**src/rtl/imem_boot_loader.sv**
```systemverilog
// Packs a byte stream big-endian into 32-bit words and writes them to inst_ram from BASE_ADDR, holding the core in reset until done.
// Latency: 4th byte accepted at edge N, RAM write presented N+1..N+2; byte_ready drops while a word is being written.
module imem_boot_loader #(
    parameter int unsigned NUM_WORDS = 256,
    parameter logic [31:0] BASE_ADDR = 32'h0,
    parameter int unsigned TIMEOUT   = 1000000
) (
    input  logic        clk,
    input  logic        rst,
    input  logic        load_start,
    input  logic [7:0]  byte_in,
    input  logic        byte_valid,
    output logic        byte_ready,
    output logic        ram_en,
    output logic [3:0]  ram_we,
    output logic [31:0] ram_addr,
    output logic [31:0] ram_din,
    output logic        cpu_rst,
    output logic        done,
    output logic        error
);

    localparam int WCW = $clog2(NUM_WORDS + 1);
    localparam logic [WCW-1:0] LAST_WORD = WCW'(NUM_WORDS - 1);
    localparam logic [31:0]    TO_LAST   = 32'(TIMEOUT - 1);

    typedef enum logic [2:0] {IDLE, COLLECT, WRITE, DONE, ERROR} state_t;

    state_t         state;
    logic [WCW-1:0] word_cnt;
    logic [1:0]     byte_cnt;
    logic [31:0]    idle_cnt;
    logic [31:0]    word;
    logic           wr_phase;
    logic           accept;

    assign accept = byte_valid & byte_ready;

    always_ff @(posedge clk) begin
        if (rst) begin
            state      <= IDLE;
            byte_ready <= 1'b0;
            ram_en     <= 1'b0;
            ram_we     <= 4'h0;
            ram_addr   <= 32'h0;
            ram_din    <= 32'h0;
            cpu_rst    <= 1'b1;
            done       <= 1'b0;
            error      <= 1'b0;
            word_cnt   <= '0;
            byte_cnt   <= 2'd0;
            idle_cnt   <= 32'd0;
            word       <= 32'h0;
            wr_phase   <= 1'b0;
        end else begin
            case (state)
                IDLE, DONE, ERROR: begin
                    if (load_start) begin
                        state      <= COLLECT;
                        byte_ready <= 1'b1;
                        ram_addr   <= BASE_ADDR;
                        word_cnt   <= '0;
                        byte_cnt   <= 2'd0;
                        idle_cnt   <= 32'd0;
                        wr_phase   <= 1'b0;
                        error      <= 1'b0;
                        done       <= 1'b0;
                        cpu_rst    <= 1'b1;
                    end
                end
                COLLECT: begin
                    if (accept) begin
                        word     <= {word[23:0], byte_in};
                        idle_cnt <= 32'd0;
                        byte_cnt <= byte_cnt + 2'd1;
                        if (byte_cnt == 2'd3) begin
                            state      <= WRITE;
                            byte_ready <= 1'b0;
                        end
                    end else if (TIMEOUT != 0 && idle_cnt == TO_LAST) begin
                        // partially packed bytes are simply abandoned
                        state      <= ERROR;
                        error      <= 1'b1;
                        byte_ready <= 1'b0;
                    end else begin
                        idle_cnt <= idle_cnt + 32'd1;
                    end
                end
                WRITE: begin
                    // phase 0 presents the write for one full cycle, phase 1 retires it
                    if (!wr_phase) begin
                        ram_en   <= 1'b1;
                        ram_we   <= 4'hF;
                        ram_din  <= word;
                        wr_phase <= 1'b1;
                    end else begin
                        ram_en   <= 1'b0;
                        ram_we   <= 4'h0;
                        wr_phase <= 1'b0;
                        ram_addr <= ram_addr + 32'd4;
                        word_cnt <= word_cnt + 1'b1;
                        if (word_cnt == LAST_WORD) begin
                            state   <= DONE;
                            done    <= 1'b1;
                            cpu_rst <= 1'b0;
                        end else begin
                            state      <= COLLECT;
                            byte_ready <= 1'b1;
                        end
                    end
                end
                default: state <= IDLE;
            endcase
        end
    end

endmodule

```
**config.mk**
```make
export PLATFORM = sky130hd
export DESIGN_NAME = imem_boot_loader
export DESIGN_NICKNAME = d
export VERILOG_FILES = /design/src/rtl/imem_boot_loader.sv
export SDC_FILE = /design/constraint.sdc
export NUM_CORES = 1
export LEC_CHECK = 0
export ABC_CLOCK_PERIOD_IN_PS = 2800
export CELL_PAD_IN_SITES_DETAIL_PLACEMENT = 0
export CELL_PAD_IN_SITES_GLOBAL_PLACEMENT = 1
export CORE_MARGIN = 2
export CORE_UTILIZATION = 45
export CTS_CLUSTER_DIAMETER = 30
export DETAILED_ROUTE_END_ITERATION = 12
export DONT_BUFFER_PORTS = 1
export PLACE_DENSITY_LB_ADDON = 0.2
export SYNTH_ARGS = -nofsm -noshare
export SYNTH_HDL_FRONTEND = slang
export SYNTH_SLANG_ARGS = --single-unit
```
**constraint.sdc**
```tcl
create_clock -name clk -period 2.8 [get_ports clk]
set_clock_uncertainty 0.1 [all_clocks]
set_input_delay 0.56 -clock clk [delete_from_list [all_inputs] [get_ports clk]]
set_output_delay 0.56 -clock clk [all_outputs]
set_load 0.005 [all_outputs]
```
## Word-level counts from Yosys, hierarchy flattened

Cells that the tools add are included.

| cells by class | value |
|---|---|
| add/sub/neg operators | 4 |
| equal/unequal tests | 17 |
| multiplexer cells | 39 |
| bitwise logic cells | 2 |
| reductions and logical operators | 15 |

Operator list:

| kind | number |
|---|---|
| $mux 32 | 4 |
| $pmux 32 s2 | 2 |
| $add 32x1->32 const B | 1 |
| $add 32x3->32 const B | 1 |
| $eq 32x20->1 const B | 1 |
| $mux 9 | 2 |
| $pmux 9 s2 | 1 |
| $mux 3 | 5 |
| $mux 1 | 14 |
| $ne 2x2->1 const B | 7 |
| $reduce_and 4->1 | 3 |
| $add 9x1->9 const B | 1 |
| $eq 9x8->1 const B | 1 |
| $ne 3x3->1 const B | 3 |
| $pmux 3 s3 | 1 |
| $reduce_and 3->1 | 3 |
| $pmux 1 s2 | 4 |
| $eq 3x2->1 const B | 2 |
| $mux 2 | 3 |
| $reduce_and 2->1 | 3 |
| $reduce_and 6->1 | 1 |
| $mux 4 | 1 |
| $pmux 2 s2 | 1 |
| $reduce_bool 2->1 | 2 |
| 10 further kinds | 10 |

| storage, ports and cells | value |
|---|---|
| register bits | 152 |
| bits of input ports | 12 |
| output and inout port bits | 73 |
| word-level logic and storage cells | 91 |

## Depth between registers and ports, before layout

Gate-level depths: netlist (run 1).

| logic depth | value |
|---|---|
| depth after elaboration | 4 |
| mapped depth | 9 |
| mapped depth without buffers | 9 |

## Worst setup path after synthesis (run 1)

Ideal clock, no wire load.

| timing | value |
|---|---|
| kind | input -> register |
| start point | input port load_start |
| end point | register idle_cnt[21] |
| setup time | 71 ps |
| arrival | 2167 ps |
| required time | 2629 ps |
| slack | 462 ps |
| stages on the path | 5 |
| buffers on the path | 0 |
| path through | or3b_4 -> a21boi_4 -> or4_4 -> or4_1 -> a21oi_1 |

| on the way | value |
|---|---|
| longest elaborated chain between the ends | 2 |

Ends and longest elaborated chain:

| what | line | text |
|---|---|---|
| start: declaration | 10 | `input logic load_start,` |
| $ne 2x2->1 (no source line) | n/a |  |
| $reduce_and 3->1 (no source line) | n/a |  |
| end signal: assignment | 86 | `idle_cnt <= idle_cnt + 32'd1;` |
| end: declaration | 32 | `logic [31:0] idle_cnt;` |

Every way passes these cells.
A chain may end at the register's enable or synchronous reset.

## Worst setup path after layout (run 1)

| timing | value |
|---|---|
| start point | register idle_cnt[0] |
| end point | register idle_cnt[30] |

| on the way | value |
|---|---|
| longest elaborated chain between the ends | 4 |
| elaborated cells between the ends (all ways) | 7 |
| classes of those cells | add/sub: 1; eq/ne: 2; mux: 3; reduce/logical: 1 |

Ends and longest elaborated chain:

| what | line | text |
|---|---|---|
| $add 32x1->32 | 86 |  |
| $mux 32 | 80 | `end else if (TIMEOUT != 0 && idle_cnt == TO_LAST) begin` |
| $mux 32 | 72 | `if (accept) begin` |
| $pmux 32 s2 | 56 | `case (state)` |

Parallel ways exist; a longest one is shown, timed or not. The select of a mux whose other input is x is not followed.

==> reports/metrics.csv, run 1 <==
metric,value,unit
Post-Synth Simple-Gate Area,29.4,%
antenna violations before repair,1,
grt ovf,0,
Comb power frac,3.7,%
achievable frequency,405,MHz
Lkg Pwr,0.00215,uW
Ys Warns,0,
"Slowest-stage cell, CP",or4_1,
RSZ-0062 raised after global routing,false,
Final Hold Vio Count,0,
post-cts gate resize count,0,
layout cell share with drive strength beyond 1,7.04,%
worst path cell trace,ha_1 > nand3_1 > nand2b_1 > or4_1 > or3_1 > a21oi_1,
Die Footprint,14900,um^2
Clock Latency Late Sink,0.42,ns
Bufs and invs on worst path,0,
r2r startpoint,idle_cnt[0],
routing usage on met3,7.87,%
sequential-to-total area share from yosys stat,46.7,%
combinational family with the most area after synthesis,simple AND/OR/NAND/NOR gates,
min-delay src,rst,
register share of total power,47.4,%
Antenna Nets Post-Route,0,
global-route wire length before repair,23500,um
largest net degree at the start of global routing,78,
Via density,5.59,
Bufs on Longest Clock Path,2,
post-synthesis mux area share,0.480,%
TritonCTS clock tree,yes,
worst path arrival time,2.72,ns
Psw,981,uW
vias,5289,
# port buffers,0,
adder-cell share of the synthesized area,0.999,%
P_int,3470,uW
Pre-antenna DRT Iters,4,
CTS root buf,clkbuf_16,
Final #Nets,773,
synth-to-layout area growth,10.9,%
Clock Power Share,48.9,%
hold crit path type,input pin to flop,
Initial Util,45.6,%
worst setup margin,0.333,ns
Top Family by Delay on Critical Path,simple AND/OR/NAND/NOR gates,
Top-Level Pins,85,
M2 GR Usage,30.1,%
# hold bufs at CTS,0,
#FFs+latches synth,146,
Post-CTS Setup Bufs,0,
CP max stage delay,0.71,ns
all-layer global routing usage,20.0,%
GR peak layer,met2,
CP Capture Type,flop,
Routed WL,14400,um
Netlist cell types,55,
Main synth FF type,dfxtp_1,
Setup-failing EPs final,0,
final setup TNS,0,ns
crit path max fanout,9,
clk sink count,146,
crit start category,flop,
Max Cap Viol,0,
post-synthesis async set-or-reset flop share,0,%
CP startpoint,idle_cnt[0],
peak supply drop,383,uV
GPL Wtd Cong,0.835,
period utilization,88.1,%
Slew @ Worst Pin,0.717,ns
Die Wd,122,um
"Slew Viols, Final",0,
Core Footprint,13700,um^2
Post-route DRC,0,
met1 usage,25.6,%
initial drt markers,431,
Post-synth EDFFs,0,
Post-Syn Area,6260,um^2
Max-slew headroom,51.8,%
die height,122,um
critical path class,flop to flop,
CTS buffer count,17,
# rows,43,
Synth Area in XOR/XNOR,4.90,%
fin crit period,2.47,ns
Synth Area in Compound Gates,13.5,%
vias in the first global route,4741,
Routed WL per cell,15.2,um
Sw Ratio,22.1,%
detailed placement HPWL,9520,um
Pwr per Cell Area,640,nW/um^2
Antenna diodes,0,
Crit path required time,3.05,ns
pre-CTS setup slack,0.295,ns
CTS H-tree depth,4,
"CTS clk-pin slew, worst paths",0.06,ns
status,"finished, final reports clean",
post-synthesis cell count,774,
Synth Area per Inst,8.09,um^2
## through the flow
| step | hold slack, ns | instance area, um^2 | util [%] | power, uW | instances |
|---|---|---|---|---|---|
| floorplan | 0.332 | 6270 | - | 2290 | 775 |
| global placement | 0.341 | 6380 | 46.5 | 2320 | 917 |
| detailed placement | 0.342 | 6380 | 46.5 | 2320 | 917 |
| CTS | 0.107 | 6950 | 50.6 | 4490 | 947 |
| global route | 0.104 | 6950 | 50.6 | 4610 | 947 |
| finish | 0.144 | 6950 | 50.6 | 4450 | 947 |
## synth_stat cells, types with 2 or more instances
cell / n / area, um^2
and2_1: 4 / 25.0
and4_1: 9 / 78.8
nor4b_1: 7 / 61.3
nand4_1: 21 / 131
dfxtp_1: 146 / 2920
nor4_1: 13 / 81.3
o21ai_1: 3 / 15.0
xor2_1: 8 / 70.1
buf_4: 6 / 45.0
nor3b_1: 4 / 30.0
nor2_1: 51 / 191
nor2b_1: 2 / 12.5
mux2i_1: 3 / 30.0
clkbuf_1: 38 / 143
nand2_1: 166 / 623
ha_1: 5 / 62.6
nand2b_1: 5 / 31.3
o211ai_1: 2 / 15.0
and3_1: 10 / 62.6
a31oi_1: 4 / 25.0
or2_2: 3 / 18.8
inv_1: 9 / 33.8
nor3_1: 11 / 55.1
or3_1: 24 / 150
o31ai_1: 7 / 52.6
a21oi_1: 103 / 515
nand3_1: 20 / 100
o21ai_0: 26 / 130
buf_2: 4 / 20.0
xnor2_1: 27 / 236
or4_1: 8 / 60.1
a211oi_1: 2 / 15.0
## worst paths after layout
| kind | endpoint | slack (ns) | depth (start not counted) |
|---|---|---|---|
| worst min-delay path | byte_cnt[1] | 0.14 | 1 |
| worst max-delay path | idle_cnt[30] | 0.33 | 6 |
| worst min register to register | ram_din[31] | 0.35 | 2 |
| worst max register to register | idle_cnt[30] | 0.33 | 6 |
## registers in the layout (all words and copies together), names as in the netlist
name and cells:
ram_we 1, wr_phase 1, word_cnt 9, ram_addr 30, state 3, byte_ready 1
error 1, byte_cnt 2, done 1, cpu_rst 1, idle_cnt 32, word 32
ram_din 32
## cell type report
class,instances,area (um^2)
Clock inverter,9,110
Multi-Input combinational cell,570,3100
Tap cell,180,225
Timing Repair Buffer,12,103
Sequential cell,146,2920
Fill cell,1357,6770
Inverter,9,33.8
Clock buffer,21,450
## metal layers
layer	wire length, um	part of all wire [%]
met4	300	2.1
met2	6520	45
met1	6600	46
met3	949	6.6
met5	0	0
## cells in the final DEF, fill, tap and decap left out, types with 11 or more instances in the layout
cell and count:
nor4_1 13, nand4_1 21, nand2_1 166, dfxtp_1 146, or3_1 24, buf_4 11
a21oi_1 103, nand3_1 20, o21ai_0 26, xnor2_1 27, clkbuf_16 17, nor2_1 50
## power by group through the flow
stage | clock (uW) | combinational, uW | sequential [uW]
after detailed placement | 0 | 164 | 2160
after floorplan | 0 | 140 | 2150
after global placement | 0 | 162 | 2150
after global routing | 2310 | 184 | 2110
after CTS | 2220 | 165 | 2110
final | 2170 | 164 | 2110
## kinds of logic after synthesis
| logic type | count (synthesis) |
|---|---|
| xor+xnor | 35 |
| simple gates | 370 |
| flops | 146 |
| mux | 3 |
| fa+ha+maj | 5 |
| other cells | 1 |
| compound gates | 155 |
| buf+inv | 59 |
(Power assumes the default switching activity.)
==> run 2, diff against run 1 <==
Settings changed: ABC_CLOCK_PERIOD_IN_PS 2800 to 2300, TNS_END_PERCENT from default to 10.
Clock period 2.8 ns to 2.3 ns, I/O delays scaled along.
==> run 2 against run 1 <==
Net effect: total power grew 30%; register-to-register slack lost 0.26 ns; count of clock-buffer cells in the layout is the same; critical path type unchanged; flip-flop and latch count is the same; sequential power grew 22%; via count grew 2.2%; combinational power grew 32%; final area grew 6.1%; sequential share of layout area shrank 2.4 points; wire length grew 3.6%.
==> reports/metrics.csv, run 2 (synthesized netlist as in run 1, its figures left out) <==
metric,value,unit,change
Die Wd,122,um,unchanged
placed instance count,956,,+4.3%
# rows,43,,unchanged
detailed placement HPWL,10200,um,+7.1%
"CTS clk-pin slew, worst paths",0.06,ns,about the same
initial drt markers,352,,-18%
Pwr per Cell Area,785,nW/um^2,+23%
global-route wire length before repair,24700,um,+5.3%
CTS buffer count,17,,unchanged
vias in the first global route,5203,,+9.7%
CTS root buf,clkbuf_16,,
Die Footprint,14900,um^2,unchanged
Core Footprint,13700,um^2,unchanged
synth-to-layout area growth,17.6,%,
Top-Level Pins,85,,unchanged
achievable frequency,450,MHz,+11%
Antenna Nets Post-Route,0,,unchanged
Initial Util,45.6,%,unchanged
CP Capture Type,flop,,
Clock Latency Late Sink,0.41,ns,about the same
Final #Nets,813,,+5.2%
Pre-antenna DRT Iters,4,,unchanged
clk sink count,146,,unchanged
crit start category,flop,,
met2 wire len,7110,um,+9.0%
antenna violations before repair,0,,-1
Crit path required time,2.54,ns,-0.51 ns
crit path max fanout,5,,-4
GPL Wtd Cong,0.845,,+1.2%
Via density,5.47,,-2.1%
Setup-failing EPs final,0,,unchanged
die height,122,um,unchanged
"commonest non-fill, non-tap cell in the layout",nand2_1,,
fin crit period,2.22,ns,-0.243 ns
Lkg Pwr,0.00241,uW,+12%
period utilization,96.7,%,+8.6 points
"Slew Viols, Final",0,,unchanged
vias,5408,,+2.2%
Routed WL,14900,um,+3.6%
# port buffers,0,,unchanged
hold crit path type,input pin to flop,,
"Design Area, Final",7370,um^2,+6.1%
largest net degree at the start of global routing,78,,unchanged
Final Hold Vio Count,0,,unchanged
most frequent cells in the layout,"nand2_1, dfxtp_1, a21oi_1, buf_4, nor2_1",,
Max Cap Viol,0,,unchanged
Routed WL per cell,15.0,um,-0.82%
status,"finished, final reports clean",,
RSZ-0062 raised after global routing,false,,
worst path arrival time,2.47,ns,-0.25 ns
metal3 WL,730,um,-23%
# hold bufs at CTS,0,,unchanged
all-layer global routing usage,20.8,%,+0.83 points
Post-DP Area,6670,um^2,+4.4%
CTS H-tree depth,4,,unchanged
TritonCTS clock tree,yes,,
peak supply drop,511,uV,+33%
Bufs on Longest Clock Path,2,,unchanged
critical path class,flop to flop,,
layout cell share with drive strength beyond 1,13.1,%,+6.1 points
top routing layer in use,met4,,
largest registers,"idle_cnt x32, ram_din x32, word x32",,
Finished Layout Cells,989,,+4.4%
Antenna diodes,0,,unchanged
M1 WL,6920,um,+5.0%
Post-route DRC,0,,unchanged
grt ovf,0,,unchanged
[run 2: changes by cell type in the layout (fill, tap and decap cells not counted), sizes merged]
cell,previous run,this run
buf,12,52
inv,9,11
bufinv,2,4
clkinv,4,5
clkinvlp,3,0
[run 2: repair_timing]
action                                  in CTS  in global routing
pin swaps                                    1                  1
gates resized for setup                      1                  9
buffers inserted                             0                  1
endpoints found under the setup margin       1                 29
[run 2: final timing paths]
kind,start,end,slack (ns),cells after the start
setup / recovery,state[0],idle_cnt[21],0.08,5
hold / removal,rst,byte_ready,0.04,1
setup reg to reg,state[0],idle_cnt[21],0.08,5
hold reg to reg,word[28],word[28],0.35,2
[run 2: power by group]
group	internal (uW)	switching (uW)
logic	74.4	142
registers	2550	19.6
clock network	1940	1060
total	4560	1220
[run 2: area by class of cell]
| type | instances | area, um^2 |
|---|---|---|
| clock buffer | 21 | 480 |
| timing repair buffer | 52 | 394 |
| inverter | 9 | 33.8 |
| clock inverter | 11 | 174 |
| sequential | 146 | 2920 |
| multi-input combinational | 570 | 3140 |
| tap | 180 | 225 |
| fill | 1328 | 6350 |
[run 2: worst max-delay path, cell delays in order, from the launching register on]
cell and delay (ns):
dfxtp_1 0.32, or3b_4 0.42, a21boi_4 0.17, or4_4 0.56
or4_4 0.43, a21oi_2 0.15
[run 2: through the flow]
stage                     TNS (ns)  utilization, %  power (uW)  setup slack, ns  hold WS, ns
after floorplan                  0               -        2790           0.0621        0.332
after global placement     -0.0147            48.6        2830          -0.0147        0.341
after detailed placement    -0.281            48.6        2840          -0.0461        0.343
after CTS                        0            53.4        5850           0.0164      0.00466
after global routing             0            53.7        6000          0.00169      0.00773
final                            0            53.7        5780           0.0759       0.0382
[run 2: per-layer routing]
layer / global-route usage (%) / vias up
met5: 0 / -
met4: 7.11 / 0
met2: 33.2 / 94
met3: 6.74 / 8
li1: - / 2735
met1: 26.4 / 2571
